===== config.mk =====
export PLATFORM = sky130hd
export DESIGN_NAME = mips_mc_controller_flat
export DESIGN_NICKNAME = d
export VERILOG_FILES = /design/src/rtl/mips_mc_if.sv /design/src/rtl/mips_mc_controller.sv /design/src/flat_wrapper.sv
export SDC_FILE = /design/constraint.sdc
export NUM_CORES = 1
export LEC_CHECK = 0
export ABC_AREA = 0
export CAP_MARGIN = 20
export CORE_AREA = 4 4 43 45
export CTS_BUF_LIST = sky130_fd_sc_hd__clkbuf_4
export DETAILED_ROUTE_END_ITERATION = 10
export DIE_AREA = 0 0 47 49
export PLACE_DENSITY_LB_ADDON = 0.3
export SYNTH_ARGS = -nofsm -noshare
export SYNTH_HDL_FRONTEND = slang
export SYNTH_SLANG_ARGS = --single-unit

===== constraint.sdc =====
create_clock -name clk -period 4 [get_ports clk]
set_input_delay 1.2 -clock clk [delete_from_list [all_inputs] [get_ports clk]]
set_output_delay 1.2 -clock clk [all_outputs]
set_load 0.03 [all_outputs]

===== src/rtl/mips_mc_if.sv =====
// Datapath <-> control-FSM bundle for the multi-cycle MIPS core.
// master = controller (drives selects/enables), slave = datapath.
interface mips_mc_if;
   logic [5:0] op;
   logic [5:0] funct;
   logic       zero;
   logic       memready;
   logic       pcen;
   logic       memwrite;
   logic       iord;
   logic       irwrite;
   logic       regdst;
   logic       memtoreg;
   logic       regwrite;
   logic       alusrca;
   logic [1:0] alusrcb;
   logic [2:0] alucontrol;
   logic [1:0] pcsrc;
   logic       illegal;
   logic [3:0] state;

   modport master (
      input  op, funct, zero, memready,
      output pcen, memwrite, iord, irwrite, regdst, memtoreg, regwrite,
             alusrca, alusrcb, alucontrol, pcsrc, illegal, state
   );

   modport slave (
      output op, funct, zero, memready,
      input  pcen, memwrite, iord, irwrite, regdst, memtoreg, regwrite,
             alusrca, alusrcb, alucontrol, pcsrc, illegal, state
   );
endinterface


===== src/rtl/mips_mc_controller.sv =====
// Moore control FSM for the multi-cycle MIPS datapath, with memready stalls
// on instruction fetch and data access.
module mips_mc_controller #(
   parameter bit ILLEGAL_TRAP = 1'b0
) (
   input  logic       clk,
   input  logic       reset,
   mips_mc_if.master  bus
);
   localparam logic [3:0] S_FETCH    = 4'd0;
   localparam logic [3:0] S_DECODE   = 4'd1;
   localparam logic [3:0] S_MEMADR   = 4'd2;
   localparam logic [3:0] S_MEMRD    = 4'd3;
   localparam logic [3:0] S_MEMWB    = 4'd4;
   localparam logic [3:0] S_MEMWR    = 4'd5;
   localparam logic [3:0] S_EXECUTE  = 4'd6;
   localparam logic [3:0] S_ALUWB    = 4'd7;
   localparam logic [3:0] S_BRANCH   = 4'd8;
   localparam logic [3:0] S_ADDIEXEC = 4'd9;
   localparam logic [3:0] S_ADDIWB   = 4'd10;
   localparam logic [3:0] S_JUMP     = 4'd11;
   localparam logic [3:0] S_HALT     = 4'd12;

   localparam logic [5:0] OP_RTYPE = 6'b000000;
   localparam logic [5:0] OP_LW    = 6'b100011;
   localparam logic [5:0] OP_SW    = 6'b101011;
   localparam logic [5:0] OP_BEQ   = 6'b000100;
   localparam logic [5:0] OP_ADDI  = 6'b001000;
   localparam logic [5:0] OP_J     = 6'b000010;

   localparam logic [2:0] ALU_ADD = 3'b010;
   localparam logic [2:0] ALU_SUB = 3'b110;
   localparam logic [2:0] ALU_AND = 3'b000;
   localparam logic [2:0] ALU_OR  = 3'b001;
   localparam logic [2:0] ALU_SLT = 3'b111;

   logic [3:0] st, nxt;

   always_ff @(posedge clk or posedge reset) begin
      if (reset) st <= S_FETCH;
      else       st <= nxt;
   end

   always_comb begin
      nxt = st;
      case (st)
         S_FETCH:  if (bus.memready) nxt = S_DECODE;
         S_DECODE: begin
            case (bus.op)
               OP_LW, OP_SW: nxt = S_MEMADR;
               OP_RTYPE:     nxt = S_EXECUTE;
               OP_BEQ:       nxt = S_BRANCH;
               OP_ADDI:      nxt = S_ADDIEXEC;
               OP_J:         nxt = S_JUMP;
               default:      nxt = ILLEGAL_TRAP ? S_HALT : S_FETCH;
            endcase
         end
         S_MEMADR:   nxt = (bus.op == OP_LW) ? S_MEMRD : S_MEMWR;
         S_MEMRD:    if (bus.memready) nxt = S_MEMWB;
         S_MEMWB:    nxt = S_FETCH;
         S_MEMWR:    if (bus.memready) nxt = S_FETCH;
         S_EXECUTE:  nxt = S_ALUWB;
         S_ALUWB:    nxt = S_FETCH;
         S_BRANCH:   nxt = S_FETCH;
         S_ADDIEXEC: nxt = S_ADDIWB;
         S_ADDIWB:   nxt = S_FETCH;
         S_JUMP:     nxt = S_FETCH;
         S_HALT:     nxt = S_HALT;
         default:    nxt = S_FETCH;
      endcase
   end

   logic       pcwrite, branch, memwrite_d, irwrite_d, regwrite_d;
   logic       iord_d, regdst_d, memtoreg_d, alusrca_d, illegal_d;
   logic [1:0] alusrcb_d, pcsrc_d;
   logic [2:0] alucontrol_d;

   always_comb begin
      pcwrite      = 1'b0;
      branch       = 1'b0;
      memwrite_d   = 1'b0;
      irwrite_d    = 1'b0;
      regwrite_d   = 1'b0;
      iord_d       = 1'b0;
      regdst_d     = 1'b0;
      memtoreg_d   = 1'b0;
      alusrca_d    = 1'b0;
      illegal_d    = 1'b0;
      alusrcb_d    = 2'b00;
      pcsrc_d      = 2'b00;
      alucontrol_d = ALU_ADD;
      case (st)
         S_FETCH: begin
            // PC and IR only advance once the fetch has actually completed.
            alusrcb_d = 2'b01;
            irwrite_d = bus.memready;
            pcwrite   = bus.memready;
         end
         S_DECODE:   alusrcb_d = 2'b11;
         S_MEMADR: begin
            alusrca_d = 1'b1;
            alusrcb_d = 2'b10;
         end
         S_MEMRD:    iord_d = 1'b1;
         S_MEMWB: begin
            memtoreg_d = 1'b1;
            regwrite_d = 1'b1;
         end
         S_MEMWR: begin
            iord_d     = 1'b1;
            memwrite_d = 1'b1;
         end
         S_EXECUTE: begin
            alusrca_d = 1'b1;
            case (bus.funct)
               6'b100010: alucontrol_d = ALU_SUB;
               6'b100100: alucontrol_d = ALU_AND;
               6'b100101: alucontrol_d = ALU_OR;
               6'b101010: alucontrol_d = ALU_SLT;
               default:   alucontrol_d = ALU_ADD;
            endcase
         end
         S_ALUWB: begin
            regdst_d   = 1'b1;
            regwrite_d = 1'b1;
         end
         S_BRANCH: begin
            alusrca_d    = 1'b1;
            alucontrol_d = ALU_SUB;
            pcsrc_d      = 2'b01;
            branch       = 1'b1;
         end
         S_ADDIEXEC: begin
            alusrca_d = 1'b1;
            alusrcb_d = 2'b10;
         end
         S_ADDIWB:   regwrite_d = 1'b1;
         S_JUMP: begin
            pcsrc_d = 2'b10;
            pcwrite = 1'b1;
         end
         S_HALT:     illegal_d = 1'b1;
         default: ;
      endcase
   end

   // State is already FETCH while reset is high, so only the write enables
   // need explicit gating (FETCH's irwrite/pcen follow memready otherwise).
   assign bus.pcen       = ~reset & (pcwrite | (branch & bus.zero));
   assign bus.irwrite    = ~reset & irwrite_d;
   assign bus.regwrite   = ~reset & regwrite_d;
   assign bus.memwrite   = ~reset & memwrite_d;
   assign bus.iord       = iord_d;
   assign bus.regdst     = regdst_d;
   assign bus.memtoreg   = memtoreg_d;
   assign bus.alusrca    = alusrca_d;
   assign bus.alusrcb    = alusrcb_d;
   assign bus.alucontrol = alucontrol_d;
   assign bus.pcsrc      = pcsrc_d;
   assign bus.illegal    = illegal_d;
   assign bus.state      = st;
endmodule


===== src/flat_wrapper.sv =====
// flat-port wrapper written by rule: the top's interface ports become plain ports
module mips_mc_controller_flat 
#(
   parameter bit ILLEGAL_TRAP = 1'b0
)
  (clk, reset, bus_op, bus_funct, bus_zero, bus_memready, bus_pcen, bus_memwrite, bus_iord, bus_irwrite, bus_regdst, bus_memtoreg, bus_regwrite, bus_alusrca, bus_alusrcb, bus_alucontrol, bus_pcsrc, bus_illegal, bus_state);
  mips_mc_if bus_i ();
  input  logic clk;
  input  logic reset;
  input wire logic [$bits(bus_i.op)-1:0] bus_op;
  input wire logic [$bits(bus_i.funct)-1:0] bus_funct;
  input wire logic [$bits(bus_i.zero)-1:0] bus_zero;
  input wire logic [$bits(bus_i.memready)-1:0] bus_memready;
  output wire logic [$bits(bus_i.pcen)-1:0] bus_pcen;
  output wire logic [$bits(bus_i.memwrite)-1:0] bus_memwrite;
  output wire logic [$bits(bus_i.iord)-1:0] bus_iord;
  output wire logic [$bits(bus_i.irwrite)-1:0] bus_irwrite;
  output wire logic [$bits(bus_i.regdst)-1:0] bus_regdst;
  output wire logic [$bits(bus_i.memtoreg)-1:0] bus_memtoreg;
  output wire logic [$bits(bus_i.regwrite)-1:0] bus_regwrite;
  output wire logic [$bits(bus_i.alusrca)-1:0] bus_alusrca;
  output wire logic [$bits(bus_i.alusrcb)-1:0] bus_alusrcb;
  output wire logic [$bits(bus_i.alucontrol)-1:0] bus_alucontrol;
  output wire logic [$bits(bus_i.pcsrc)-1:0] bus_pcsrc;
  output wire logic [$bits(bus_i.illegal)-1:0] bus_illegal;
  output wire logic [$bits(bus_i.state)-1:0] bus_state;
  assign bus_i.op = bus_op;
  assign bus_i.funct = bus_funct;
  assign bus_i.zero = bus_zero;
  assign bus_i.memready = bus_memready;
  assign bus_pcen = bus_i.pcen;
  assign bus_memwrite = bus_i.memwrite;
  assign bus_iord = bus_i.iord;
  assign bus_irwrite = bus_i.irwrite;
  assign bus_regdst = bus_i.regdst;
  assign bus_memtoreg = bus_i.memtoreg;
  assign bus_regwrite = bus_i.regwrite;
  assign bus_alusrca = bus_i.alusrca;
  assign bus_alusrcb = bus_i.alusrcb;
  assign bus_alucontrol = bus_i.alucontrol;
  assign bus_pcsrc = bus_i.pcsrc;
  assign bus_illegal = bus_i.illegal;
  assign bus_state = bus_i.state;
  mips_mc_controller #(.ILLEGAL_TRAP(ILLEGAL_TRAP)) u_core (.clk(clk), .reset(reset), .bus(bus_i));
endmodule

* Yosys cells after proc, flatten, opt, wreduce, memory -nomap -nowiden
Cells that the tools add are included.
** Storage, ports and cells
- Flip-flop bits (word level) :: 4
- Bits of input ports :: 16
- Word-level logic and storage cells :: 60
** Cells by class
- Equality and inequality tests :: 24
- Mux-type cells :: 20
- Bitwise logic cells :: 7
- Reductions and logical operators :: 8
** Operator list (number)
- 6-bit equality test, second input constant :: 6
- 4-bit case mux with 8 select lines :: 1
- 4-bit equality test, second input constant :: 5
- 4-bit case mux with 5 select lines :: 1
- 4-bit by 3-bit equality test with 1-bit output, second input constant :: 4
- 4-bit two-way mux :: 3
- 3-bit case mux with 4 select lines :: 1
- 1-bit two-way mux :: 9
- 4-bit by 2-bit equality test with 1-bit output, second input constant :: 2
- 6-bit by 2-bit equality test with 1-bit output, second input constant :: 1
- 6-bit by 3-bit equality test with 1-bit output, second input constant :: 1
- 6-bit by 4-bit equality test with 1-bit output, second input constant :: 1
- 6-bit zero test :: 1
- 2-bit inequality test, second input constant :: 3
- 2-bit case mux with 3 select lines :: 1
- 3-bit case mux with 2 select lines :: 1
- 2-bit OR reduction :: 3
- 1-bit bitwise AND :: 5
- 4-bit by 1-bit equality test with 1-bit output, second input constant :: 1
- 4-bit zero test :: 1
- 2-bit case mux with 2 select lines :: 1
- 4-bit OR reduction :: 1
- 3-bit two-way mux :: 1
- 3-bit AND reduction :: 1
- other kinds (4) :: 4

* Longest topological paths before layout
- Depth after elaboration :: 5
- Mapped depth :: 5
- Mapped depth without buffers :: 4

* Worst setup path before layout
Ideal clock, no wire load.
- Path type :: reg-to-output
- From :: register u_core.st[3] (netlist: u_core.bus.state[3])
- To :: output bus_pcen
- Arrival time :: 2344 ps
- Required time :: 2800 ps
- Path slack :: 456 ps
- Cell stages (with the launch flop) :: 6
- Cell sequence :: dfrtp_1 clkbuf_1 nand2b_1 nor3_1 a21oi_1 o21bai_1
** Between the ends
- Longest elaborated chain between the ends :: 5
- Elaborated cells on any way between the ends :: 8
** Ends and longest elaborated chain
- start, declared :: RTL line mips_mc_controller.sv:37 : logic [3:0] st, nxt;
- start signal, assigned :: RTL line mips_mc_controller.sv:41 : else st <= nxt;
- 4-bit equality test :: RTL line mips_mc_controller.sv:92 : case (st)
- 1-bit two-way mux :: RTL line mips_mc_controller.sv:92
- 1-bit bitwise AND :: RTL line mips_mc_controller.sv:149 : assign bus.pcen = ~reset & (pcwrite | (branch & bus.zero));
- 1-bit OR * :: RTL line mips_mc_controller.sv:149
- 1-bit bitwise AND * :: RTL line mips_mc_controller.sv:149
- end, declared :: RTL line flat_wrapper.sv:14 : output wire logic [$bits(bus_i.pcen)-1:0] bus_pcen;
Every way passes the cells marked *; elsewhere a longest branch is shown, timed or not.

* Final worst setup path
- From :: input bus_funct[5]
- To :: output bus_alucontrol[1]
** Between the ends
- Longest elaborated chain between the ends :: 3
- Elaborated cells on any way between the ends :: 6
** Ends and longest elaborated chain
- start, declared :: RTL line flat_wrapper.sv:11 : input wire logic [$bits(bus_i.funct)-1:0] bus_funct;
- 6-bit equality test :: RTL line mips_mc_controller.sv:115 : case (bus.funct)
- 3-bit case mux with 4 select lines * :: RTL line mips_mc_controller.sv:115
- 3-bit case mux with 2 select lines * :: RTL line mips_mc_controller.sv:92
- end, declared :: RTL line flat_wrapper.sv:23 : output wire logic [$bits(bus_i.alucontrol)-1:0] bus_alucontrol;
Marks and branches as above.

==> results.py <==
metrics = {
    "cts": {
        "clk_latency_ns": 0.23,
        "cts_sinks": 4,
        "clk_pin_slew_ns": 0.04,
        "tritoncts": "yes",
        "cts_setup_buffers": 0,
        "clock-root-buffer": "clkbuf_4",
        "clk_path_buf_depth": 2,
        "ctsHtreeMaxLevel": 1,
        "cts_buffers": 3,
        "cts_resized": 1,
        "ctsHoldBuffers": 0,
    },
    "layout": {
        "finalNetCount": 129,
        "diodes": 0,
        "post-route-util": 0.622,
        "n_fill_cell": 146,
        "final_cell_count_no_fill": 127,
        "final_common_cell": "clkdlybuf4s50_1",
        "largest_reg_flops": 4,
        "design_area_um2": 916,
        "syn2layout_area_growth_pct": 74.3,
        "drive_gt1_frac": 0.117,
        "final_cell_mix": "clkdlybuf4s50_1, nor2_1, nand2b_1, buf_4",
    },
    "worst_setup_path": {
        "ff2ff_path_depth": 5,
        "worstPathArrival_ns": 2.65,
        "cp-end-kind": "output pin",
        "critPathMaxFanout": 2,
        "start_kind": "input pin",
        "rr_endpoint": "u_core.bus.state[2]$_DFFE_PP0P_",
        "crit_path_start": "bus_funct[5]",
        "rr_startpoint": "u_core.bus.state[2]$_DFFE_PP0P_",
        "required_ns": 2.80,
        "crit_type": "in -> out",
        "ff2ff_setup_slack_ns": 2.29,
    },
    "drt": {
        "ant_nets": 0,
        "drc": 0,
        "drt-total-wl_um": 1640,
        "dr.pass1.iters": 3,
        "num_vias": 694,
        "wl_per_cell_um": 12.9,
        "viasPerCell": 5.46,
        "drtIter0Drc": 8,
    },
    "synthesis": {
        "synthesis.nets": 91,
        "postSynthAreaPerCell_um2": 7.01,
        "ys_ff_latch": 4,
        "syn_inst": 75,
        "synth.distinct_cells": 31,
        "netlist_area_um2": 526,
        "seq_area_frac_synth": 0.190,
        "yosysWarnings": 0,
    },
    "die": {
        "die_h_um": 49,
        "start_util": 0.357,
        "rows": 14,
        "core_um2": 1470,
        "io_pins": 36,
        "dieWidth_um": 47,
        "die_area_um2": 2300,
    },
    "sta": {
        "max-slew-margin-rel": 0.616,
        "holdWs_ns": 0.637,
        "tns_ns": 0,
        "worstMarginPinSlew_ns": 0.577,
        "setup_slack_ns": 0.152,
        "fin_skew_ns": 0.00603,
        "timing.fmax_ghz": 0.260,
        "period_needed_ns": 3.85,
        "drv_slew": 0,
        "finalCritPeriodShare": 0.962,
        "report.final.hold_viol_count": 0,
        "rsz0062_at_grt": "false",
        "finalSetupViolCount": 0,
    },
    "grt": {
        "grt_pass1_wl_um": 2640,
        "grt_max_degree": 19,
        "grt_overflow": 0,
        "grt_pass1_vias": 606,
        "grt_use_total": 0.148,
        "antenna_found_initial": 0,
    },
    "placed_design": {
        "placed_cell_area_um2": 895,
        "dp_hpwl_um": 1300,
        "portBuffers": 35,
        "place_ws_ns": -0.0928,
        "gp_congestion": 0.850,
        "dp_cells": 124,
    },
    "power": {
        "power.leakage_nw": 0.344,
        "p_total_uw": 371,
        "ir_drop_mv": 0.201,
        "p_per_area_nw_per_um2": 405,
    },
    "run": {
        "cap_violations": 0,
    },
    "min_path": {
        "worst_hold_path.endpoint": "u_core.bus.state[0]$_DFFE_PP0P_",
        "min-delay-start": "u_core.bus.state[3]$_DFFE_PP0P_",
        "hold_path_class": "reg -> reg",
        "hold_depth": 1,
    },
    "outcome": {
        "status": "finished clean",
    },
}
## synth_stat cells
cell type	n	share of area
xor2_1	1	0.017
nor3_1	5	0.048
a32oi_1	1	0.017
and3_1	1	0.012
dfrtp_1	4	0.19
inv_1	2	0.014
nand3_1	1	0.0095
a22oi_1	1	0.014
nor4_1	2	0.024
nand2b_1	7	0.083
clkbuf_1	5	0.036
o32a_1	1	0.019
a21o_1	1	0.014
o41ai_2	1	0.031
nand2_1	5	0.036
nor2b_1	1	0.012
mux2i_1	1	0.019
xnor2_1	2	0.033
a2bb2oi_1	1	0.017
nor2_1	9	0.064
a21oi_1	5	0.048
o32ai_1	1	0.017
o31ai_1	3	0.043
o22ai_1	1	0.012
mux2_2	1	0.021
buf_2	1	0.0095
o21bai_1	2	0.029
o21ai_0	5	0.048
or4_4	1	0.021
or4_1	1	0.014
nor3b_1	2	0.029
## area by class of cell
type	instances	area (um^2)	area share
flip-flops and latches	4	100	0.109
inverters	2	7.51	0.00820
multi-input cells	63	394	0.430
repair buffers	39	372	0.406
well taps	16	20.0	0.0219
clock buffers	3	22.5	0.0246
## critical path, cell delays in order
cell	delay, ns
clkdlybuf4s50_1	0.46
nand2_1	0.05
or4_1	0.43
nand2b_1	0.16
dlygate4sd2_1	0.36
## worst max path at each step
stage / cells after the start / endpoint
global route: 5 / bus_alucontrol[1]
finish: 5 / bus_alucontrol[1]
detailed placement: 5 / bus_alucontrol[1]
floorplan: 5 / bus_pcen
CTS: 5 / bus_alucontrol[1]
global placement: 5 / bus_alucontrol[1]
## metal layers
layer	global-route usage	vias up	wire length, um
li1	-	353	-
met3	0.0295	2	169
met2	0.240	30	742
met4	0.0276	0	6
met5	0	-	0
met1	0.197	309	726
## power by group
part           switching, mW  total, mW  internal (mW)
sequential            0.0307     0.0799         0.0492
clock                 0.0148     0.0482         0.0334
combinational          0.131      0.243          0.112
total                  0.176      0.371          0.195
## logic make-up (layout without fill, tap and decap cells)
family                    after synthesis  after routing  share of synthesized area
AOI/OAI and AO/OA                      23             23                      0.307
xor gates and xnor gates                3              3                     0.0500
buffers and inverters                   8             44                     0.0595
DFF                                     4              4                      0.190
muxes                                   2              2                     0.0405
and+or+nand+nor                        35             35                      0.352
(Power assumes the default switching activity.)
